$ cat src/rtl/serial_word_tx.sv
// LSB-first parallel-to-serial transmitter with a per-word frame strobe (fr) and
// last-bit flag, accepting words over valid/ready with zero-gap back-to-back support.
module serial_word_tx #(
  parameter int W     = 8,
  parameter int CNT_W = 8
) (
  input  logic             t_clock,
  input  logic             r,
  input  logic             load_valid,
  output logic             load_ready,
  input  logic [W-1:0]     load_data,
  output logic             x,
  output logic             fr,
  output logic             last,
  output logic             busy,
  output logic [CNT_W-1:0] word_cnt
);

  localparam int IDX_W = (W > 1) ? $clog2(W) : 1;
  localparam logic [IDX_W-1:0] LAST_IDX = IDX_W'(W - 1);

  typedef enum logic {IDLE = 1'b0, SEND = 1'b1} state_t;

  state_t           state_q, state_d;
  logic [W-1:0]     sh_q, sh_d;
  logic [IDX_W-1:0] idx_q, idx_d;
  logic [CNT_W-1:0] cnt_q, cnt_d;
  logic             fr_q, fr_d;
  logic             last_q, last_d;
  logic             busy_q, busy_d;
  logic             accept;

  // Handshake: a word is taken on any rising edge where load_valid && load_ready.
  // load_ready is high in IDLE and during the final bit of a word, so a new word
  // can follow the previous one with no idle cycle.
  assign load_ready = (state_q == IDLE) || last_q;
  assign accept     = load_valid && load_ready;

  always_comb begin
    state_d = state_q;
    sh_d    = sh_q;
    idx_d   = idx_q;
    cnt_d   = cnt_q;
    case (state_q)
      IDLE: begin
        if (accept) begin
          sh_d    = load_data;
          idx_d   = '0;
          state_d = SEND;
        end
      end
      SEND: begin
        if (idx_q == LAST_IDX) begin
          cnt_d = cnt_q + 1'b1;
          if (accept) begin
            sh_d  = load_data;
            idx_d = '0;
          end else begin
            // Clearing sh forces x low while idle.
            sh_d    = '0;
            idx_d   = '0;
            state_d = IDLE;
          end
        end else begin
          sh_d  = sh_q >> 1;
          idx_d = idx_q + 1'b1;
        end
      end
      default: begin
        sh_d    = '0;
        idx_d   = '0;
        state_d = IDLE;
      end
    endcase
    fr_d   = (state_d == SEND) && (idx_d == '0);
    last_d = (state_d == SEND) && (idx_d == LAST_IDX);
    busy_d = (state_d == SEND);
  end

  always_ff @(posedge t_clock or posedge r) begin
    if (r) begin
      state_q <= IDLE;
      sh_q    <= '0;
      idx_q   <= '0;
      cnt_q   <= '0;
      fr_q    <= 1'b0;
      last_q  <= 1'b0;
      busy_q  <= 1'b0;
    end else begin
      state_q <= state_d;
      sh_q    <= sh_d;
      idx_q   <= idx_d;
      cnt_q   <= cnt_d;
      fr_q    <= fr_d;
      last_q  <= last_d;
      busy_q  <= busy_d;
    end
  end

  // Status flags come straight from flops so they cannot glitch.
  assign x        = sh_q[0];
  assign fr       = fr_q;
  assign last     = last_q;
  assign busy     = busy_q;
  assign word_cnt = cnt_q;

endmodule

$ cat config.mk
export PLATFORM = sky130hd
export DESIGN_NAME = serial_word_tx
export DESIGN_NICKNAME = d
export VERILOG_FILES = /design/src/rtl/serial_word_tx.sv
export SDC_FILE = /design/constraint.sdc
export NUM_CORES = 1
export LEC_CHECK = 0
export ABC_CLOCK_PERIOD_IN_PS = 2200
export CAP_MARGIN = 20
export CORE_ASPECT_RATIO = 0.7
export CORE_MARGIN = 4
export CORE_UTILIZATION = 29
export CTS_CLUSTER_DIAMETER = 30
export CTS_CLUSTER_SIZE = 24
export DETAILED_ROUTE_END_ITERATION = 10
export GPL_TIMING_DRIVEN = 1
export PLACE_DENSITY = 0.56
export SLEW_MARGIN = 20
export SYNTH_ARGS = -nofsm -noshare
export SYNTH_HDL_FRONTEND = slang
export SYNTH_SLANG_ARGS = --single-unit
$ cat constraint.sdc
create_clock -name t_clock -period 2.2 [get_ports t_clock]
set_clock_uncertainty 0.2 [all_clocks]
set_input_delay 0.22 -clock t_clock [delete_from_list [all_inputs] [get_ports t_clock]]
set_output_delay 0.22 -clock t_clock [all_outputs]
set_load 0.02 [all_outputs]
==> results of run 1 <==
## registers in the layout (all words and copies together) (netlist names)
| signal | flops |
|---|---|
| busy | 1 |
| fr | 1 |
| idx_q | 3 |
| last | 1 |
| sh_q | 8 |
| word_cnt | 8 |
## worst paths after layout
| path | from | end | slack (ps) | cells past startpoint |
|---|---|---|---|---|
| max in group asynchronous | r | idx_q[0]$_DFF_PP0_ | 1480 | 3 |
| worst min register to register | word_cnt[7]$_DFFE_PP0P_ | word_cnt[7]$_DFFE_PP0P_ | 270 | 1 |
| worst max-delay path | busy$_DFF_PP0_ | load_ready | 230 | 2 |
| worst max register to register | idx_q[0]$_DFF_PP0_ | last$_DFF_PP0_ | 310 | 5 |
| min in group t_clock | word_cnt[7]$_DFFE_PP0P_ | word_cnt[7]$_DFFE_PP0P_ | 270 | 1 |
| worst min-delay path | r | sh_q[0]$_DFFE_PP0P_ | 90 | 3 |
## kinds of logic (layout without fill, tap and decap cells)
| logic type | after synthesis | in the layout | share of synthesized area [%] |
|---|---|---|---|
| multiplexers | 2 | 2 | 2.56 |
| AND/OR/NAND/NOR | 34 | 34 | 17.2 |
| AO/OA/AOI/OAI | 15 | 15 | 13.3 |
| flip-flops | 22 | 22 | 53.6 |
| adder cells (fa/ha/maj) | 3 | 3 | 3.65 |
| XOR/XNOR | 7 | 7 | 5.97 |
| buffers and inverters | 6 | 32 | 3.78 |
## area by class of cell
type,count,area share (%)
clock buffer,4,4.05
inverter,3,0.829
tap,47,4.33
multi-input combinational,61,32.2
timing repair buffer,25,18.0
sequential,22,40.5
## where the power goes
| group | switching, mW | leakage [nW] | internal, mW |
|---|---|---|---|
| registers | 0.116 | 0.284 | 0.541 |
| clock network | 0.128 | 0.0288 | 0.159 |
| logic | 0.323 | 0.311 | 0.351 |
## cells in the mapped netlist, drive strengths merged
| cell | n | share of area [%] |
|---|---|---|
| ha | 3 | 3.7 |
| a21boi | 1 | 0.73 |
| o2111a | 1 | 1.1 |
| nor3 | 1 | 0.49 |
| buf | 3 | 2.7 |
| nor2b | 1 | 0.61 |
| and3 | 2 | 1.3 |
| nor4 | 1 | 1.2 |
| and4 | 1 | 0.97 |
| a222oi | 5 | 4.9 |
| inv | 3 | 1.1 |
| a22o | 5 | 4.6 |
| xor2 | 2 | 1.7 |
| nor2 | 12 | 4.4 |
| nand3 | 1 | 0.49 |
| nand2 | 6 | 2.2 |
| mux2 | 2 | 2.6 |
| nand2b | 6 | 3.7 |
| xnor2 | 5 | 4.3 |
| nand4 | 1 | 0.61 |
| a21oi | 1 | 0.49 |
| dfrtp | 22 | 54 |
| a21o | 2 | 1.5 |
| or2 | 1 | 0.61 |
| and2 | 1 | 0.61 |
## layer usage
metal | part of all wire [%] | wire, µm
met2 | 40 | 820
met5 | 0 | 0
met4 | 0.63 | 13
met3 | 6.1 | 125
met1 | 54 | 1110
## critical path: cells and delay by family (launching register included)
| kind | cells | cell delay [ps] |
|---|---|---|
| buf+inv | 1 | 620 |
| simple gates | 1 | 170 |
| flops | 1 | 500 |
==> metrics.cfg, run 1 <==
[run_status]
status=complete, no violations

[routing]
vias_per_cell=4.70
totalWireLength_mm=2.07
drc_errors=0
vias=762
drtIter0Drc=66
drtAntennaViolNets=0
wl_per_cell_um=12.8
firstDrtPassIters=4

[timing]
period_needed_ps=1970
worst_pin_slew_ps=401
final_hold_viol_count=0
maxSlewViolCount=0
max_freq_mhz=507
fin_tns_setup_ps=0
whs_ps=94.7
rsz0062_at_grt=false
setup_viol=0
setup_ws_ps=229
finalCritPeriodShare_pct=89.6
max_slew_margin_pct=73.2

[pwr]
p_leak_nw=0.624
vdd_drop_max_uv=690
power.density_nw_per_um2=1190
total_power_mw=1.62

[global_routing]
globalRouteOverflowTotal=0
grt_usage_pct=10.2
grt_use_met3_pct=4.19
grt_pass1_vias=754
gr-usage-met2_pct=14.4
busiest_layer=met1
met1_usage_pct=14.7
antenna_found_initial=0
grt_pass1_wl_mm=3.57
grt_max_degree=23

[layout]
nets=130
layout_common_cells=clkdlybuf4s50_1 (23), dfrtp_1 (22), nor2_1 (12)
syn_to_final_growth_pct=32.3
num-fill-cells=334
final_common_cell=clkdlybuf4s50_1
seqCellArea_um2=551
post-route-util_pct=41.5
instances_no_fill=162
antenna_cells=0
design_area_um2=1360
final_layout_size_suffix_gt1_share_pct=13.0
multi_input_area_um2=438

[floorplanning]
die_h_um=57.8
dieArea_um2=4570
rows=17
coreArea_um2=3280
num_io_pins=24
die_w_um=79.1
start_util_pct=31.4

[clocking]
clk_path_buf_depth=2
cts_root_buffer=clkbuf_8
hold_buffers=0
ctsResizeCount=0
tritoncts=yes
cts_post_setup_buffers_inserted=0
clkTransAtPathRegs_ps=80
cts_max_level=1
clk_latency_ps=260
cts.sinks=22
cts_buffers=3

[placement]
place_ws_ps=289
place_area_um2=1300
dp_cells=158
place_hpwl_mm=1.59
gp_congestion=0.690
port_buffers=23

[setup_path]
crit_path_start_kind=flip-flop
crit_chain=nand2b_1 > clkdlybuf4s50_1
cp_slowest_cell=clkdlybuf4s50_1
criticalPathCategory=flip-flop to output pin
path_max_fanout=12
max_stage_delay_ps=620
end_kind=output pin
worst_ep_arrival_time_ps=1550
worst-endpoint-required_ps=1780

[synth]
ys_seq_area_share_pct=53.6
synth_area_um2=1030
synth_area_per_cell_um2=11.5
yosys_warnings=0
ys_seq_elements=22
syn_nets=103
synth.distinct_cells=29
syn_inst=89

[min_path]
holdCritPathClass=input port to async pin

[job]
max_cap_viol_count=0

Note: power is estimated with default switching activity, not from simulation.
==> inputs of run 2 (changes only) <==
Settings changed: CELL_PAD_IN_SITES_DETAIL_PLACEMENT set to 0, CELL_PAD_IN_SITES_GLOBAL_PLACEMENT set to 1, PLACE_DENSITY 0.56 to 0.67.
==> metrics.cfg, run 2 (synthesis results as in run 1) <==
[global_routing]
grt_usage_pct=10.6
antenna_found_initial=0
grt_max_degree=23
grt_pass1_wl_mm=3.78
grt_pass1_vias=786
globalRouteOverflowTotal=0

[pwr]
p_comb_share_pct=40.4
power.density_nw_per_um2=1250
switchingPower_uw=575
p_leak_nw=0.636
power_frac_seq_pct=38.0
vdd_drop_max_uv=531
switching_share_pct=33.4
pwr-share-clk_pct=21.6
intPower_mw=1.15
total_power_mw=1.72

[layout]
instances_no_fill=163
layout_common_cells=clkdlybuf4s50_1 (23), dfrtp_1 (22), nor2_1 (12)
syn_to_final_growth_pct=34.6
final_common_cell=clkdlybuf4s50_1
num-fill-cells=336
final_layout_size_suffix_gt1_share_pct=13.8
antenna_cells=0
nets=131

[routing]
drtIter0Drc=71
drtAntennaViolNets=0
drc_errors=0
vias=745
firstDrtPassIters=4
vias_per_cell=4.57
wl_per_cell_um=12.6
totalWireLength_mm=2.06

[clocking]
ctsResizeCount=0
clkTransAtPathRegs_ps=80
cts_root_buffer=clkbuf_8
cts_max_level=1
tritoncts=yes
cts_buffers=3
hold_buffers=0
cts_post_setup_buffers_inserted=0
clk_path_buf_depth=2
cts.sinks=22
clk_latency_ps=260

[timing]
period_needed_ps=1990
setup_viol=0
final_hold_viol_count=0
worst_pin_slew_ps=388
rsz0062_at_grt=false
whs_ps=92.3
fin_tns_setup_ps=0
maxSlewViolCount=0
finalCritPeriodShare_pct=90.7
max_slew_margin_pct=73.9
max_freq_mhz=501

[floorplanning]
die_w_um=79.1
start_util_pct=31.4
rows=17
num_io_pins=24
dieArea_um2=4570
die_h_um=57.8
coreArea_um2=3280

[placement]
port_buffers=23
dp_cells=159
place_hpwl_mm=1.56
gp_congestion=0.718

[min_path]
holdCritPathClass=input port to async pin

[run_status]
status=complete, no violations

[setup_path]
worst-endpoint-required_ps=1780
criticalPathCategory=flip-flop to output pin
crit_chain=nand2b_1 > clkdlybuf4s50_1
max_stage_delay_ps=620
cp_slowest_cell=clkdlybuf4s50_1
end_kind=output pin
worst_ep_arrival_time_ps=1570
crit_path_start_kind=flip-flop
path_max_fanout=12

[job]
max_cap_viol_count=0

run 2: changes by cell type in the layout (fill, tap and decap cells not counted):
| cell | before | now |
|---|---|---|
| buf_4 | 2 | 3 |
| clkbuf_8 | 4 | 3 |
| bufinv_16 | 0 | 1 |
run 2: power by group through the flow:
| stage | combinational, mW | sequential, mW | clock (mW) |
|---|---|---|---|
| after detailed placement | 0.696 | 0.660 | 0 |
| after global routing | 0.765 | 0.676 | 0.401 |
| after floorplan | 0.423 | 0.692 | 0 |
| after global placement | 0.692 | 0.662 | 0 |
| final | 0.695 | 0.654 | 0.373 |
| after CTS | 0.701 | 0.654 | 0.383 |
run 2: worst max-delay path: cells and delay by family, from the launching register on:
kind / cells / cell delay (ps)
buffers and inverters: 1 / 620
flip-flops: 1 / 510
AND/OR/NAND/NOR: 1 / 170
run 2: stage by stage:
step,worst slack [ps],util [%],cell area [µm²]
global route,114,42.2,1380
global placement,316,40.0,1310
floorplan,522,-,1030
detailed placement,239,40.0,1310
finish,205,42.2,1380
CTS,207,42.2,1380
run 2: worst paths after layout:
kind,depth (start not counted),from,end,slack (ps)
worst max register to register,6,idx_q[0]$_DFF_PP0_,fr$_DFF_PP0_,340
worst min-delay path,3,r,sh_q[6]$_DFFE_PP0P_,90
min in group t_clock,1,word_cnt[7]$_DFFE_PP0P_,word_cnt[7]$_DFFE_PP0P_,280
worst min register to register,1,word_cnt[7]$_DFFE_PP0P_,word_cnt[7]$_DFFE_PP0P_,280
max in group asynchronous,3,r,word_cnt[4]$_DFFE_PP0P_,1480
worst max-delay path,2,busy$_DFF_PP0_,load_ready,210
run 2: layout make-up:
cell class	count	area [µm²]	share of cell area, %
flip-flops and latches	22	551	39.8
multi-input cells	61	438	31.7
repair buffers	26	253	18.3
well taps	47	58.8	4.25
clock buffers	3	41.3	2.99
clock inverters	1	30.0	2.17
inverters	3	11.3	0.814
run 2: per-layer routing:
layer	part of all wire [%]	routed length [µm]	GRT usage [%]	up-vias
met5	0	0	0	-
met4	1.3	26	2.94	0
met3	7.1	147	4.66	4
met2	40	821	14.4	22
met1	52	1070	15.0	347
li1	-	-	-	372
